`src/rtl/ras_checkpointed.sv`:
```
`default_nettype none
// ============================================================================
// Module      : ras_checkpointed
// Description : Return-address stack for the frontend branch predictor with a
//               single speculative checkpoint. The checkpoint repairs the top
//               entry and the stack pointers when a branch mispredicts.
// Revision    : 1.0 - initial release
// ============================================================================
module ras_checkpointed #(
    parameter int RASDepth = 2,
    parameter int VLEN     = 64
) (
    input  logic            clk_i,
    input  logic            rst_i,
    input  logic            flush_i,
    input  logic            push_i,
    input  logic            pop_i,
    input  logic [VLEN-1:0] ret_addr_i,
    input  logic            save_i,
    input  logic            restore_i,
    output logic [VLEN-1:0] top_o,
    output logic            top_valid_o,
    output logic            ckpt_valid_o
);

    localparam int TW = $clog2(RASDepth);
    localparam int CW = $clog2(RASDepth + 1);

    localparam logic [TW-1:0] c_last_idx = TW'(RASDepth - 1);
    localparam logic [CW-1:0] c_full_cnt = CW'(RASDepth);

    logic [VLEN-1:0] entry_q [RASDepth];
    logic [VLEN-1:0] entry_d [RASDepth];
    logic [TW-1:0]   tos_q, tos_d;
    logic [CW-1:0]   count_q, count_d;
    logic [TW-1:0]   ck_tos_q, ck_tos_d;
    logic [CW-1:0]   ck_count_q, ck_count_d;
    logic [VLEN-1:0] ck_top_q, ck_top_d;
    logic            ck_valid_q, ck_valid_d;

    logic [TW-1:0]   w_next_tos;
    logic [TW-1:0]   w_prev_tos;

    // Circular index neighbours of the top; wrap is explicit so the depth
    // need not be a power of two.
    always_comb begin
        w_next_tos = (tos_q == c_last_idx) ? '0 : tos_q + TW'(1);
        w_prev_tos = (tos_q == '0) ? c_last_idx : tos_q - TW'(1);
    end

    // Next-state selection: flush beats restore, restore beats push/pop.
    always_comb begin
        entry_d    = entry_q;
        tos_d      = tos_q;
        count_d    = count_q;
        ck_tos_d   = ck_tos_q;
        ck_count_d = ck_count_q;
        ck_top_d   = ck_top_q;
        ck_valid_d = ck_valid_q;

        if (flush_i) begin
            // Entries are left alone; they are unobservable while empty.
            tos_d      = '0;
            count_d    = '0;
            ck_valid_d = 1'b0;
        end else if (restore_i) begin
            // A concurrent save would recapture exactly the restored state,
            // so leaving the checkpoint untouched covers that case too.
            if (ck_valid_q) begin
                tos_d             = ck_tos_q;
                count_d           = ck_count_q;
                entry_d[ck_tos_q] = ck_top_q;
            end
        end else begin
            if (push_i && pop_i && (count_q != '0)) begin
                // Return followed by call: replace the top in place.
                entry_d[tos_q] = ret_addr_i;
            end else if (push_i) begin
                // When full this overwrites the oldest entry.
                entry_d[w_next_tos] = ret_addr_i;
                tos_d               = w_next_tos;
                count_d             = (count_q == c_full_cnt) ? count_q : count_q + CW'(1);
            end else if (pop_i && (count_q != '0)) begin
                tos_d   = w_prev_tos;
                count_d = count_q - CW'(1);
            end

            // Checkpoint records the state as it stood before this cycle.
            if (save_i) begin
                ck_tos_d   = tos_q;
                ck_count_d = count_q;
                ck_top_d   = entry_q[tos_q];
                ck_valid_d = 1'b1;
            end
        end
    end

    // State registers with synchronous reset.
    always_ff @(posedge clk_i) begin
        if (rst_i) begin
            for (int i = 0; i < RASDepth; i++) begin
                entry_q[i] <= '0;
            end
            tos_q      <= '0;
            count_q    <= '0;
            ck_tos_q   <= '0;
            ck_count_q <= '0;
            ck_top_q   <= '0;
            ck_valid_q <= 1'b0;
        end else begin
            entry_q    <= entry_d;
            tos_q      <= tos_d;
            count_q    <= count_d;
            ck_tos_q   <= ck_tos_d;
            ck_count_q <= ck_count_d;
            ck_top_q   <= ck_top_d;
            ck_valid_q <= ck_valid_d;
        end
    end

    // Outputs depend on registers only.
    always_comb begin
        top_o        = entry_q[tos_q];
        top_valid_o  = (count_q != '0);
        ckpt_valid_o = ck_valid_q;
    end

endmodule
`default_nettype wire
```
`config.mk`:
```
export PLATFORM = sky130hd
export DESIGN_NAME = ras_checkpointed
export DESIGN_NICKNAME = d
export VERILOG_FILES = /design/src/rtl/ras_checkpointed.sv
export SDC_FILE = /design/constraint.sdc
export NUM_CORES = 1
export LEC_CHECK = 0
export CAP_MARGIN = 20
export CORE_MARGIN = 3
export CORE_UTILIZATION = 55
export CTS_CLUSTER_SIZE = 10
export DETAILED_ROUTE_END_ITERATION = 12
export PLACE_DENSITY = 0.9
export SKIP_LAST_GASP = 1
export SLEW_MARGIN = 20
export SYNTH_ARGS = -nofsm -noshare
export SYNTH_HDL_FRONTEND = slang
export SYNTH_SLANG_ARGS = --single-unit
```
`constraint.sdc`:
```
create_clock -name clk_i -period 2.1 [get_ports clk_i]
set_input_delay 0.42 -clock clk_i [delete_from_list [all_inputs] [get_ports clk_i]]
set_output_delay 0.42 -clock clk_i [all_outputs]
set_load 0.02 [all_outputs]
```
# After elaboration in Yosys (flattened, before gate mapping)
# Index checks and enable logic that the tools add are counted.
# word_totals
reg_bits,199
elab_cells,71
# classes
addsub,4
magnitude_cmp,6
n_eq_ne,4
mux,29
bitwise,5
n_reduce_logical,15
# op_table
operator,count
128-bit 2-to-1 mux,4
128-bit bitwise mux,3
64-bit 2-to-1 mux,6
64-bit demux with 1-bit select,3
2-bit 2-to-1 mux,6
3-bit AND reduction,3
1-bit 2-to-1 mux,7
2-bit >= comparator (second input constant),3
1-bit logical AND,6
2-bit by 1-bit less-than comparator with 1-bit output (second input constant),3
1-bit NOT with 2-bit output,3
3-bit nonzero test,2
4-bit AND reduction,1
3-bit inequality test (second input constant),1
2-bit by 1-bit adder with 2-bit output (second input constant),1
2-bit == test (second input constant),1
2-bit by 1-bit inequality test with 1-bit output (second input constant),1
2-bit inequality test (second input constant),1
1-bit NOT,2
2-bit AND reduction,1
2-bit nonzero test,1
2-bit OR reduction,1
2-bit by 1-bit subtractor with 2-bit output (second input constant),1
1-bit adder (second input constant),1
1-bit subtractor (second input constant),1

# Logic depth before layout (Yosys ltp)
# depth
depth_word,11
ltp_mapped,7
depth_no_buf,4

# Least setup slack after synthesis
# Ideal clock, no wire load.
# synth_path
path_kind,flip-flop to output port
startpoint,register tos_q
endpoint,output port top_o[10]
arrival_ns,1.500
t_required_ns,1.680
setup_slack_ns,0.180
path_stages_with_launch,5
n_path_buf,3
cell_sequence,dfxtp_1 clkbuf_1 clkbuf_1 buf_2 mux2_2
# synth_via
elab_chain_len,4
# synth_rtl
element,line_no,text
start: declaration,34,"logic [TW-1:0] tos_q, tos_d;"
start signal: assignment,112,tos_q <= tos_d;
1-bit NOT with 2-bit output (implied by the code),123,top_o = entry_q[tos_q];
64-bit 2-to-1 mux (implied by the code) (3 in series),123,
end: declaration,21,"output logic [VLEN-1:0] top_o,"
# No other way between the ends. The select of a mux whose other input is x is not followed.

# Worst setup path in the final report
# layout_path
startpoint,register tos_q
endpoint,output port top_o[25]
# The elaborated chain is that of the path after synthesis.

==> results.sh <==
export IMPL_grt_usage_pct=29.7
export IMPL_die_h_um=136
export IMPL_r2r_start="tos_q$_SDFFE_PP0P_"
export IMPL_gp_congestion=0.809
export IMPL_cp_cell_sequence="bufbuf_16 > mux2_2 > clkdlybuf4s15_2"
export IMPL_hold_buffers=0
export IMPL_worst_pin_slew_ps=716
export IMPL_dr_pass1_iters=5
export IMPL_synth_top_area_share_pct=42.6
export IMPL_die_area_um2=18600
export IMPL_muxShareOfSynthArea_pct=15.2
export IMPL_path_max_fanout=19
export IMPL_period_share_pct=103
export IMPL_drt_iter0_markers=721
export IMPL_synth_edff_count=0
export IMPL_coreArea_um2=16600
export IMPL_cp_arrival_ps=1740
export IMPL_dp_cells=1254
export IMPL_cts_tree="yes"
export IMPL_diodes=0
export IMPL_whs_endpoint="entry_q[34]$_SDFFE_PP0P_"
export IMPL_area_growth_pct=27.9
export IMPL_drc_errors=0
export IMPL_slew_viol_final=0
export IMPL_peakVddDrop_mv=0.669
export IMPL_leakagePower_nw=4.15
export IMPL_critPathBufInv=2
export IMPL_yosys_warnings=0
export IMPL_power_density_nw_per_um2=715
export IMPL_synth_ff_type="dfxtp_1"
export IMPL_status="finished with violations"
export IMPL_die_w_um=136
export IMPL_ys_ff_latch=199
export IMPL_cts_sinks=199
export IMPL_path_clk_slew_ps=70
export IMPL_power_mw=8.54
export IMPL_vias_per_cell=6.55
export IMPL_required_ps=1680
export IMPL_crit_slowest_cell="dfxtp_4"
export IMPL_grt_pass1_vias=8609
export IMPL_ioPinCount=137
export IMPL_nets=1130
export IMPL_rows=47
export IMPL_path_delay_family="buffers and inverters"
export IMPL_rr_worst_depth=7
export IMPL_setup_slack_ps=-60.8
export IMPL_synth_compound_area_share_pct=29.9
export IMPL_num_vias=8452
export IMPL_final_cells=1291
export IMPL_critPathMaxStageDelay_ps=370
export IMPL_slew_headroom_pct=52.2
export IMPL_hold_path_class="flop to flop"
export IMPL_path_class="flop to output port"
export IMPL_synthTopCellsByArea="dfxtp_1 (43%), a221oi_2 (9.6%), mux2_2 (7.7%)"
export IMPL_clockRootBuffer="clkbuf_16"
export IMPL_detailed_place_hpwl_um=17000
export IMPL_hold_depth=2
export IMPL_grt_ovfl_total=0
export IMPL_finClkSkew_ps=6.16
export IMPL_worstHoldStart="entry_q[34]$_SDFFE_PP0P_"
export IMPL_cts_htree_levels=4
export IMPL_syn_inst=930
export IMPL_max_freq_ghz=0.463
export IMPL_antenna_found_initial=0
export IMPL_wl_per_cell_um=21.5
export IMPL_yosys_area_share_xor_xnor_pct=0.362
export IMPL_yosysUniqueCellTypes=33
export IMPL_worstReg2RegEnd="entry_q[73]$_SDFFE_PP0P_"
export IMPL_synth_nets=1001
export IMPL_yosysTopAreaCell="dfxtp_1"
export IMPL_clock_latency_ps=430
export IMPL_rrSetupSlack_ps=40
export IMPL_start_util_pct=56.3
export IMPL_synth_fa_ha_area_share_pct=0
export IMPL_numPortBuffers=136
export IMPL_antenna_left=0
export IMPL_hold_viol=0
export IMPL_end_kind="output port"
export IMPL_async_flop_share_pct=0
export IMPL_syn_area_per_cell_um2=10.0
export IMPL_grt_pass1_wl_um=44000
export IMPL_maxCapViolCount=0
export IMPL_synth_most_common_cell="dfxtp_1"
export IMPL_synth_common_cells="dfxtp_1 (199), nor2_1 (71), mux2i_1 (70)"
export IMPL_grt_setup_unrepaired="true"
export IMPL_critPathLaunchType="flop"
export IMPL_synthSimpleGateAreaFrac_pct=3.71
export IMPL_violations="setup timing"
export IMPL_cts_buffer_depth=2
export IMPL_numCtsBuffers=17
export IMPL_yosysSeqAreaShare_pct=42.6
export IMPL_fin_crit_ps=2160
export IMPL_synth_top_family_by_area="compound AO/OA/AOI/OAI gates"
export IMPL_drive_above_1_share_pct=29.1
export IMPL_syn_cell_area_um2=9340
export IMPL_wl_um=27800
export IMPL_finalSetupViolCount=10
export IMPL_grt_max_degree=74
-- metal layers --
metal	GRT usage (%)	vias up	share of wire, %
li1	-	3808	-
met1	37.3	4058	40
met2	49.9	507	49
met3	5.26	79	8.3
met4	13.0	0	2.7
met5	0	-	0
-- layout make-up --
class                      count  area (µm²)
fill                        1140        4640
clock inverter                 7        92.6
sequential                   199        3990
clock buffer                  24         492
tap                          220         275
inverter                      66         248
multi-input combinational    556        4670
timing repair buffer         219        2180
-- state kept, by name, indices dropped and copies added, names as in the netlist --
name          cells
ck_count_q        2
entry_q         128
ckpt_valid_o      1
ck_top_q         64
count_q           2
ck_tos_q          1
tos_q             1
-- cell usage in the layout, fill, tap and decap left out, drive strengths merged, types with 9 or more instances in the layout --
cell type,n
dfxtp,199
buf,137
nor2,71
clkdlybuf4s50,70
mux2i,70
a211oi,67
inv,67
a21oi,66
a221oi,65
mux2,64
o22ai,64
a32oi,64
clkbuf,25
clkdlybuf4s15,9
-- how the worst max path moves through the flow --
| stage | startpoint | end | slack, ps | depth (start not counted) |
|---|---|---|---|---|
| 2_1_floorplan | tos_q$_SDFFE_PP0P_ | top_o[10] | 180 | 4 |
| 3_3_place_gp | restore_i | entry_q[121]$_SDFFE_PP0P_ | -240 | 7 |
| 3_5_place_dp | restore_i | entry_q[125]$_SDFFE_PP0P_ | -340 | 7 |
| 4_1_cts | tos_q$_SDFFE_PP0P_ | top_o[34] | -100 | 4 |
| 5_1_grt | tos_q$_SDFFE_PP0P_ | top_o[29] | -90 | 4 |
| 6_report | tos_q$_SDFFE_PP0P_ | top_o[25] | -60 | 3 |
-- worst register-to-register path, cell delays in order, from the launching register on --
cell,delay [ps]
dfxtp_4,370
bufbuf_16,320
nor2b_1,270
mux2i_4,130
buf_4,170
and2_2,220
buf_12,180
a211oi_1,290
-- where the power goes --
part           switching (mW)  internal, mW
clock network            1.39          1.88
logic                   0.728         0.595
registers              0.0666          3.89
-- cell families after synthesis --
kind of cell | after synthesis
xor+xnor | 3
compound gates | 334
flops | 199
mux | 134
simple gates | 85
buf+inv | 175
-- timing repair --
item,CTS,global route
setup buffers,2,0
resized for setup,231,19
gates cloned,2,2
setup endpoints to repair,65,43
-- metrics by stage --
| step | cell area, µm² | utilization, % | TNS [ps] | worst slack (ps) | hold slack (ps) |
|---|---|---|---|---|---|
| floorplan | 9340 | - | 0 | 180 | 439 |
| global placement | 11500 | 69.3 | -29210 | -236 | 443 |
| detailed placement | 11500 | 69.3 | -33780 | -336 | 450 |
| CTS | 12000 | 72.5 | -2200 | -95.5 | 460 |
| global route | 11900 | 72.0 | -1220 | -93.0 | 476 |
| finish | 11900 | 72.0 | -481 | -60.8 | 460 |
(Power assumes the default switching activity.)
